`src/rtl/if_id_buffer_pkg.sv`:
```
// Shared pipeline constants and types for the fetch-to-decode boundary.
// Imported by the IF/ID buffer and its performance counters.
package if_id_buffer_pkg;

   localparam int XLEN          = 32;
   localparam int DEFAULT_DEPTH = 2;
   localparam int DEFAULT_CNT_W = 16;

   typedef logic [XLEN-1:0] word_t;

   // addi x0,x0,0 -- what decode sees whenever nothing valid is presented
   localparam word_t NOP_INSTR = 32'h00000013;

   typedef struct packed {
      word_t instrucao;
      word_t pc;
      word_t pc_mais_1;
   } fetch_entry_t;

endpackage

```
`src/rtl/if_id_buffer_saturating_counter.sv`:
```
// Event counter that sticks at its maximum value instead of wrapping.
// The clear on synchronous reset is the only way back to zero.
module saturating_counter #(
   parameter int W = 16
) (
   input  logic         clk,
   input  logic         reset,
   input  logic         inc,
   output logic [W-1:0] value
);

   localparam logic [W-1:0] MAX_VAL = '1;

   logic [W-1:0] value_q;
   logic [W-1:0] value_d;

   always_comb begin
      value_d = value_q;
      if (inc && (value_q != MAX_VAL)) begin
         value_d = value_q + W'(1);
      end
   end

   always_ff @(posedge clk) begin
      if (reset) begin
         value_q <= '0;
      end else begin
         value_q <= value_d;
      end
   end

   assign value = value_q;

endmodule

```
`src/rtl/if_id_buffer.sv`:
```
// IF/ID skid buffer: small in-order FIFO between fetch and decode with
// flush on taken branch/jump and saturating stall/flush counters.
module if_id_buffer
   import if_id_buffer_pkg::*;
#(
   parameter int DEPTH = DEFAULT_DEPTH,
   parameter int CNT_W = DEFAULT_CNT_W
) (
   input  logic             clk,
   input  logic             reset,
   input  logic             in_valid,
   output logic             in_ready,
   input  logic [XLEN-1:0]  in_instrucao,
   input  logic [XLEN-1:0]  in_pc,
   input  logic [XLEN-1:0]  in_pc_mais_1,
   input  logic             flush,
   output logic             out_valid,
   input  logic             out_ready,
   output logic [XLEN-1:0]  out_instrucao,
   output logic [XLEN-1:0]  out_pc,
   output logic [XLEN-1:0]  out_pc_mais_1,
   output logic [CNT_W-1:0] cnt_stall,
   output logic [CNT_W-1:0] cnt_flush
);

   localparam int PTR_W = (DEPTH > 1) ? $clog2(DEPTH) : 1;
   localparam logic [PTR_W:0] FULL_CNT = (PTR_W+1)'(DEPTH);

   // Handshake: a transfer happens on an edge where valid and ready are both
   // high and flush is low. Both ready/valid outputs come from registers only.
   logic push;
   logic pop;

   fetch_entry_t     mem_q [DEPTH];
   logic [PTR_W-1:0] rd_ptr_q, rd_ptr_d;
   logic [PTR_W-1:0] wr_ptr_q, wr_ptr_d;
   logic [PTR_W:0]   count_q,  count_d;
   fetch_entry_t     head;

   assign in_ready  = (count_q != FULL_CNT);
   assign out_valid = (count_q != '0);

   assign push = in_valid  & in_ready  & ~flush;
   assign pop  = out_valid & out_ready & ~flush;

   always_comb begin
      rd_ptr_d = rd_ptr_q;
      wr_ptr_d = wr_ptr_q;
      count_d  = count_q;
      if (flush) begin
         rd_ptr_d = '0;
         wr_ptr_d = '0;
         count_d  = '0;
      end else begin
         if (push) begin
            wr_ptr_d = wr_ptr_q + PTR_W'(1);
         end
         if (pop) begin
            rd_ptr_d = rd_ptr_q + PTR_W'(1);
         end
         case ({push, pop})
            2'b10:   count_d = count_q + (PTR_W+1)'(1);
            2'b01:   count_d = count_q - (PTR_W+1)'(1);
            default: count_d = count_q;
         endcase
      end
   end

   always_ff @(posedge clk) begin
      if (reset) begin
         rd_ptr_q <= '0;
         wr_ptr_q <= '0;
         count_q  <= '0;
      end else begin
         rd_ptr_q <= rd_ptr_d;
         wr_ptr_q <= wr_ptr_d;
         count_q  <= count_d;
      end
   end

   // Storage is never cleared; empty-state masking below hides stale words.
   always_ff @(posedge clk) begin
      if (!reset && push) begin
         mem_q[wr_ptr_q] <= '{instrucao: in_instrucao, pc: in_pc, pc_mais_1: in_pc_mais_1};
      end
   end

   assign head          = mem_q[rd_ptr_q];
   assign out_instrucao = out_valid ? head.instrucao : NOP_INSTR;
   assign out_pc        = out_valid ? head.pc        : '0;
   assign out_pc_mais_1 = out_valid ? head.pc_mais_1 : '0;

   saturating_counter #(.W(CNT_W)) u_cnt_stall (
      .clk   (clk),
      .reset (reset),
      .inc   (out_valid & ~out_ready & ~flush),
      .value (cnt_stall)
   );

   saturating_counter #(.W(CNT_W)) u_cnt_flush (
      .clk   (clk),
      .reset (reset),
      .inc   (flush),
      .value (cnt_flush)
   );

endmodule

```
`config.mk`:
```
export PLATFORM = sky130hd
export DESIGN_NAME = if_id_buffer
export DESIGN_NICKNAME = d
export VERILOG_FILES = /design/src/rtl/if_id_buffer_pkg.sv /design/src/rtl/if_id_buffer_saturating_counter.sv /design/src/rtl/if_id_buffer.sv
export SDC_FILE = /design/constraint.sdc
export NUM_CORES = 1
export LEC_CHECK = 0
export CORE_MARGIN = 5
export CORE_UTILIZATION = 25
export CTS_CLUSTER_DIAMETER = 30
export DETAILED_ROUTE_END_ITERATION = 7
export HOLD_SLACK_MARGIN = 0.1
export SYNTH_ARGS = -nofsm -noshare
export SYNTH_HDL_FRONTEND = slang
export SYNTH_SLANG_ARGS = --single-unit
```
`constraint.sdc`:
```
create_clock -name clk -period 13.4 [get_ports clk]
set_input_delay 2.68 -clock clk [delete_from_list [all_inputs] [get_ports clk]]
set_output_delay 2.68 -clock clk [all_outputs]
set_load 0.02 [all_outputs]
```
# Word-level counts from Yosys, hierarchy flattened
# Memories as Yosys holds them, arrays and structs flattened. A register that Yosys moved wholly into a read port is not among the register bits.
# Index checks and enable logic that the tools add are counted.
# W data, S select, Z words.
[classes]
add_sub_neg = 6
n_eq_ne = 5
muxes = 8
n_bitwise = 8
n_reduce_logical = 7
[ops]
columns = ["op", "count"]
rows = [
  ["$mux W32", 3],
  ["$add A16 B1 Y16 const B", 2],
  ["$ne A16 B16 Y1 const B", 2],
  ["$and A1 B1 Y1", 6],
  ["$mux W1", 4],
  ["$pmux W2 S2", 1],
  ["$reduce_bool A2 Y1", 2],
  ["$logic_and A1 B1 Y1", 3],
  ["$add A1 B1 Y1 const B", 2],
  ["$add A2 B1 Y2 const B", 1],
  ["$eq A2 B1 Y1 const B", 1],
  ["$eq A2 B2 Y1 const B", 1],
  ["$ne A2 B2 Y1 const B", 1],
  ["$not A1 Y1", 2],
  ["$reduce_or A2 Y1", 1],
  ["$sub A2 B1 Y2 const B", 1],
  ["$logic_not A1 Y1", 1],
]
[totals]
reg_bits = 36
ramBits = 192
inputBits = 101
out_inout_bits = 130
elab_cells = 40
memories = 1
[memory_table]
columns = ["memory", "depth", "width", "read_ports", "rd_clocked_by_memory_dff", "wr", "line", "source"]
rows = [
  ["mem_q", 2, 96, 1, 1, 1, "if_id_buffer.sv:34", "fetch_entry_t mem_q [DEPTH];"],
]

# Depth between registers and ports, before layout
[depth]
word_depth = 6
depth_mapped = 9
mapped_depth_nobuf = 9

# Modules after synthesis
# Synthesis repeated with hierarchy kept, for this count alone.
[hier_totals]
hier_cells = 635
area_unflattened_um2 = 9148.8
[by_module_without_submodules]
columns = ["module", "n_inst", "cells_each", "area_per_inst_um2", "seq_area_each_um2"]
rows = [
  ["if_id_buffer", 1, 437, 7452.1, 5865.6],
  ["saturating_counter", 2, 99, 848.3, 320.3],
]

# Worst setup path after synthesis
# Ideal clock, no wire load.
[synth_timing]
path_kind = "input-to-reg"
from = "in flush"
to = "mem mem_q[1][0] in the netlist's numbering (enable)"
t_arrival_ns = 12.984
required_time_ns = 12.580
path_slack_ns = -0.403
stages = 3
path_buffers = 2
cell_sequence = "buf_4 -> clkbuf_1 -> nor4b_1"
[synth_between]
elab_chain_len = 5
[synth_lines]
columns = ["item", "line", "source"]
rows = [
  ["start: declaration", "if_id_buffer.sv:16", "input logic flush,"],
  ["$not A1 Y1", "if_id_buffer.sv:43", "assign push = in_valid & in_ready & ~flush;"],
  ["$and A1 B1 Y1", "if_id_buffer.sv:43", ""],
  ["$logic_and A1 B1 Y1", "if_id_buffer.sv:83", "if (!reset && push) begin"],
  ["$mux W1", "if_id_buffer.sv:83", ""],
  ["$mux W1 (implied by the code)", "if_id_buffer.sv:84", "mem_q[wr_ptr_q] <= '{instrucao: in_instrucao, pc: in_pc, pc_mais_1: in_pc_mais_1};"],
  ["end: declaration", "if_id_buffer.sv:34", ""],
]
# Every way passes these cells.

==> metrics.yaml <==
critical_path:
  worst-r2r-setup-slack_ns: 10.74
  reg2regPathDepth: 9
  path_max_fanout: 51
  endpoint_kind: "primary output"
  regToRegEndpoint: "count_q[1]"
  path_class: "reg2out"
  crit_arrival_ns: 3.35
  worst_setup_path_start_kind: "register"
  crit_required_ns: 10.72
  cp-endpoint: "out_pc_mais_1[30]"
  worst_r2r_startpoint: "count_q[0]"
clock_tree:
  clkSlewWorstSetupHoldPaths_ns: 0.04
  holdBufCountCts: 0
  post-cts-setup-buffer-count: 0
  worst_skew_pair.late_latency_ns: 0.56
  cts_root_buf: "sky130_fd_sc_hd__clkbuf_16"
  cts-buffers-inserted: 54
  cts_buffer_depth: 3
  h-tree-depth: 2
  tritoncts: "yes"
  numClockSinks: 229
  post_cts_resized: 0
logic_synthesis:
  syn-cell-area_sq_um: 9220
  cell_taking_the_most_area_after_synthesis: "sky130_fd_sc_hd__edfxtp_1"
  post_synth_inst_count: 644
  post-synth-top-area-fraction: 0.625
  ys_dominant_reg_cell: "sky130_fd_sc_hd__edfxtp_1"
  synth_sequential_area_ratio: 0.706
  flop_and_latch_count_out_of_synthesis: 229
  synth-warning-count: 0
  synth.lib_cells_used.distinct: 56
  synth_enable_flop_cells: 192
  ys_top_cells_by_area: "sky130_fd_sc_hd__edfxtp_1, sky130_fd_sc_hd__mux2i_1, sky130_fd_sc_hd__dfxtp_1, sky130_fd_sc_hd__nor2_1, sky130_fd_sc_hd__nand2_1"
  async_reset_ff_frac: 0
  synth_area_per_cell_sq_um: 14.3
  syn-num-nets: 748
global_route:
  first_global_vias: 6423
  grt_first_pass_wirelength_mm: 36.1
  total_grt_usage: 0.112
  pin_count_of_the_biggest_net_entering_global_routing: 95
  antenna_found_initial: 1
  grt_remaining_overflow: 0
power:
  p_switching_uw: 443
  pwr-share-seq: 0.357
  sw_frac_of_total: 0.200
  share_comb_of_total_power: 0.045
  power.clock.fraction: 0.598
  cellLeakagePower_nw: 4.56
  power.internal_mw: 1.78
  ir_worst_vdd_mv: 0.0945
  power_density_nw_per_um2: 159
floorplanning:
  pin_count: 231
  die_height_um: 202
  rows: 70
  chipWidth_um: 202
  core-area_sq_um: 36500
  initial_utilization: 0.252
  design.die.area_sq_um: 40800
drt:
  drt_first_pass_iters: 5
  via_per_inst: 4.37
  post_drt_wl_per_cell_um: 16.5
  route.antenna.remaining_nets: 0
  routed_wl_mm: 23.3
  iteration_0_drc_markers: 207
  drc: 0
  via_count: 6193
sta:
  achievable-frequency_mhz: 166
  fin_skew_ns: 0.0124
  fin_max_slew_vios: 0
  timing_hold_violations_final: 0
  grt_setup_unrepaired: "no"
  final.period_utilization: 0.450
  final_period_minus_worst_setup_slack_ns: 6.03
  tns_ns: 0
  timing.slew.headroom: 0.251
  setup_violations: 0
  tightestPinTransition_ns: 1.12
layout:
  area_growth_syn_to_layout_pct: 51.0
  final_cell_count_no_fill: 1418
  finish.instance_area_sq_um: 13900
  final_core_util: 0.381
  layout-drive-gt1-share: 0.121
  finalNetCount: 1008
  antenna-diode-count: 0
min_path:
  hold_class: "reg2reg"
placement:
  buffer_ports.inserted: 230
  placed_insts: 1316
  dpl.hpwl_mm: 15.0
  place_area_sq_um: 12000
  gp_routability_congestion: 0.742
run_status:
  run_status: "finished, final reports clean"
job:
  timing.max_cap.violations: 0
## worst max-delay path, cell delays in order (launching register included)
cell                              delay, ns
sky130_fd_sc_hd__dfxtp_4               0.89
sky130_fd_sc_hd__buf_4                 0.76
sky130_fd_sc_hd__mux2i_1               0.18
sky130_fd_sc_hd__nor2_1                0.16
sky130_fd_sc_hd__clkdlybuf4s50_1       0.64
## layout make-up
class	count	area, sq um
inverter	7	26.3
clock inverter	34	370
clock buffer	68	1510
timing repair buffer	237	2350
sequential	229	6510
fill	3476	22600
multi-input combinational	375	2560
tap	468	586
## cells in the mapped netlist (2+ instances only)
cell type,n
sky130_fd_sc_hd__ha_1,3
sky130_fd_sc_hd__or3_1,2
sky130_fd_sc_hd__and2_1,2
sky130_fd_sc_hd__nand2b_1,2
sky130_fd_sc_hd__nor4_1,4
sky130_fd_sc_hd__buf_1,2
sky130_fd_sc_hd__mux2i_1,98
sky130_fd_sc_hd__a311oi_1,2
sky130_fd_sc_hd__inv_1,6
sky130_fd_sc_hd__nand3_1,10
sky130_fd_sc_hd__and3_2,3
sky130_fd_sc_hd__and4_1,4
sky130_fd_sc_hd__xnor2_1,2
sky130_fd_sc_hd__nand2_1,25
sky130_fd_sc_hd__and3_1,3
sky130_fd_sc_hd__nand4_1,4
sky130_fd_sc_hd__a211oi_1,7
sky130_fd_sc_hd__xor2_1,3
sky130_fd_sc_hd__a21oi_1,13
sky130_fd_sc_hd__nor2b_1,14
sky130_fd_sc_hd__o31ai_1,3
sky130_fd_sc_hd__nor3_1,9
sky130_fd_sc_hd__buf_2,6
sky130_fd_sc_hd__edfxtp_1,192
sky130_fd_sc_hd__mux2_2,7
sky130_fd_sc_hd__o21ai_0,6
sky130_fd_sc_hd__dfxtp_1,37
sky130_fd_sc_hd__or4_1,4
sky130_fd_sc_hd__clkbuf_1,22
sky130_fd_sc_hd__mux2_1,7
sky130_fd_sc_hd__nor2_1,114
sky130_fd_sc_hd__buf_4,2
sky130_fd_sc_hd__a31oi_1,3
## registers in the layout (all words and copies together) (netlist names), named ones only
name	flops
mem_q	192
u_cnt_flush.value	16
u_cnt_stall.value	16
count_q	2
rd_ptr_q	1
wr_ptr_q	1
## power by group through the flow
stage / Clock [mW] / Sequential [mW] / Combinational, mW
after floorplan: 0 / 0.807 / 0.0386
final: 1.33 / 0.793 / 0.0998
after detailed placement: 0 / 0.805 / 0.101
after global routing: 1.40 / 0.793 / 0.107
after global placement: 0 / 0.805 / 0.0993
after CTS: 1.36 / 0.793 / 0.102
## worst min path at each step
stage	startpoint	endpoint	slack, ns	cells after the start
2_1_floorplan	rd_ptr_q	register	0.52	2
4_1_cts	u_cnt_flush.value[15]	u_cnt_flush.value[15]	0.50	2
6_report	u_cnt_flush.value[15]	u_cnt_flush.value[15]	0.50	2
5_1_grt	u_cnt_stall.value[7]	u_cnt_stall.value[7]	0.53	2
3_5_place_dp	u_cnt_stall.value[7]	u_cnt_stall.value[7]	0.49	2
3_3_place_gp	u_cnt_stall.value[7]	u_cnt_stall.value[7]	0.48	2
## cell families (layout without fill, tap and decap cells)
kind of cell | after synthesis | after routing | share of synthesized area
simple gates | 212 | 212 | 0.111
mux | 112 | 112 | 0.124
fa+ha+maj | 3 | 3 | 0.00407
xor+xnor | 5 | 5 | 0.00475
flops | 229 | 229 | 0.706
compound gates | 43 | 43 | 0.0314
buf+inv | 40 | 346 | 0.0191
## metrics by stage
stage / setup WS [ns] / hold WS [ns] / total power, mW
6_report: 7.37 / 0.504 / 2.22
5_1_grt: 7.14 / 0.534 / 2.30
4_1_cts: 7.26 / 0.500 / 2.25
3_5_place_dp: 7.88 / 0.488 / 0.906
3_3_place_gp: 7.88 / 0.476 / 0.904
2_1_floorplan: 0.382 / 0.520 / 0.846
## layout by cell type (no fill, tap or decap), types with 8 or more instances in the layout
cell / n
sky130_fd_sc_hd__clkdlybuf4s50_1: 229
sky130_fd_sc_hd__edfxtp_1: 192
sky130_fd_sc_hd__nor2_1: 113
sky130_fd_sc_hd__mux2i_1: 98
sky130_fd_sc_hd__clkbuf_16: 58
sky130_fd_sc_hd__dfxtp_1: 36
sky130_fd_sc_hd__nand2_1: 25
sky130_fd_sc_hd__nor2b_1: 14
sky130_fd_sc_hd__a21oi_1: 13
sky130_fd_sc_hd__clkinv_1: 12
sky130_fd_sc_hd__nand3_1: 10
sky130_fd_sc_hd__nor3_1: 9
sky130_fd_sc_hd__clkinv_2: 9
sky130_fd_sc_hd__clkbuf_1: 8
sky130_fd_sc_hd__bufinv_16: 8
## per-layer routing
metal  routed length [um]  global-route usage  vias to the layer above
li1                     -                   -                     2941
met1                 9980               0.136                     2993
met2                10800               0.174                      199
met3                 1850              0.0491                       58
met4                  684              0.0430                        2
met5                   13                   0                        -
Power figures use the tool's default switching activity.
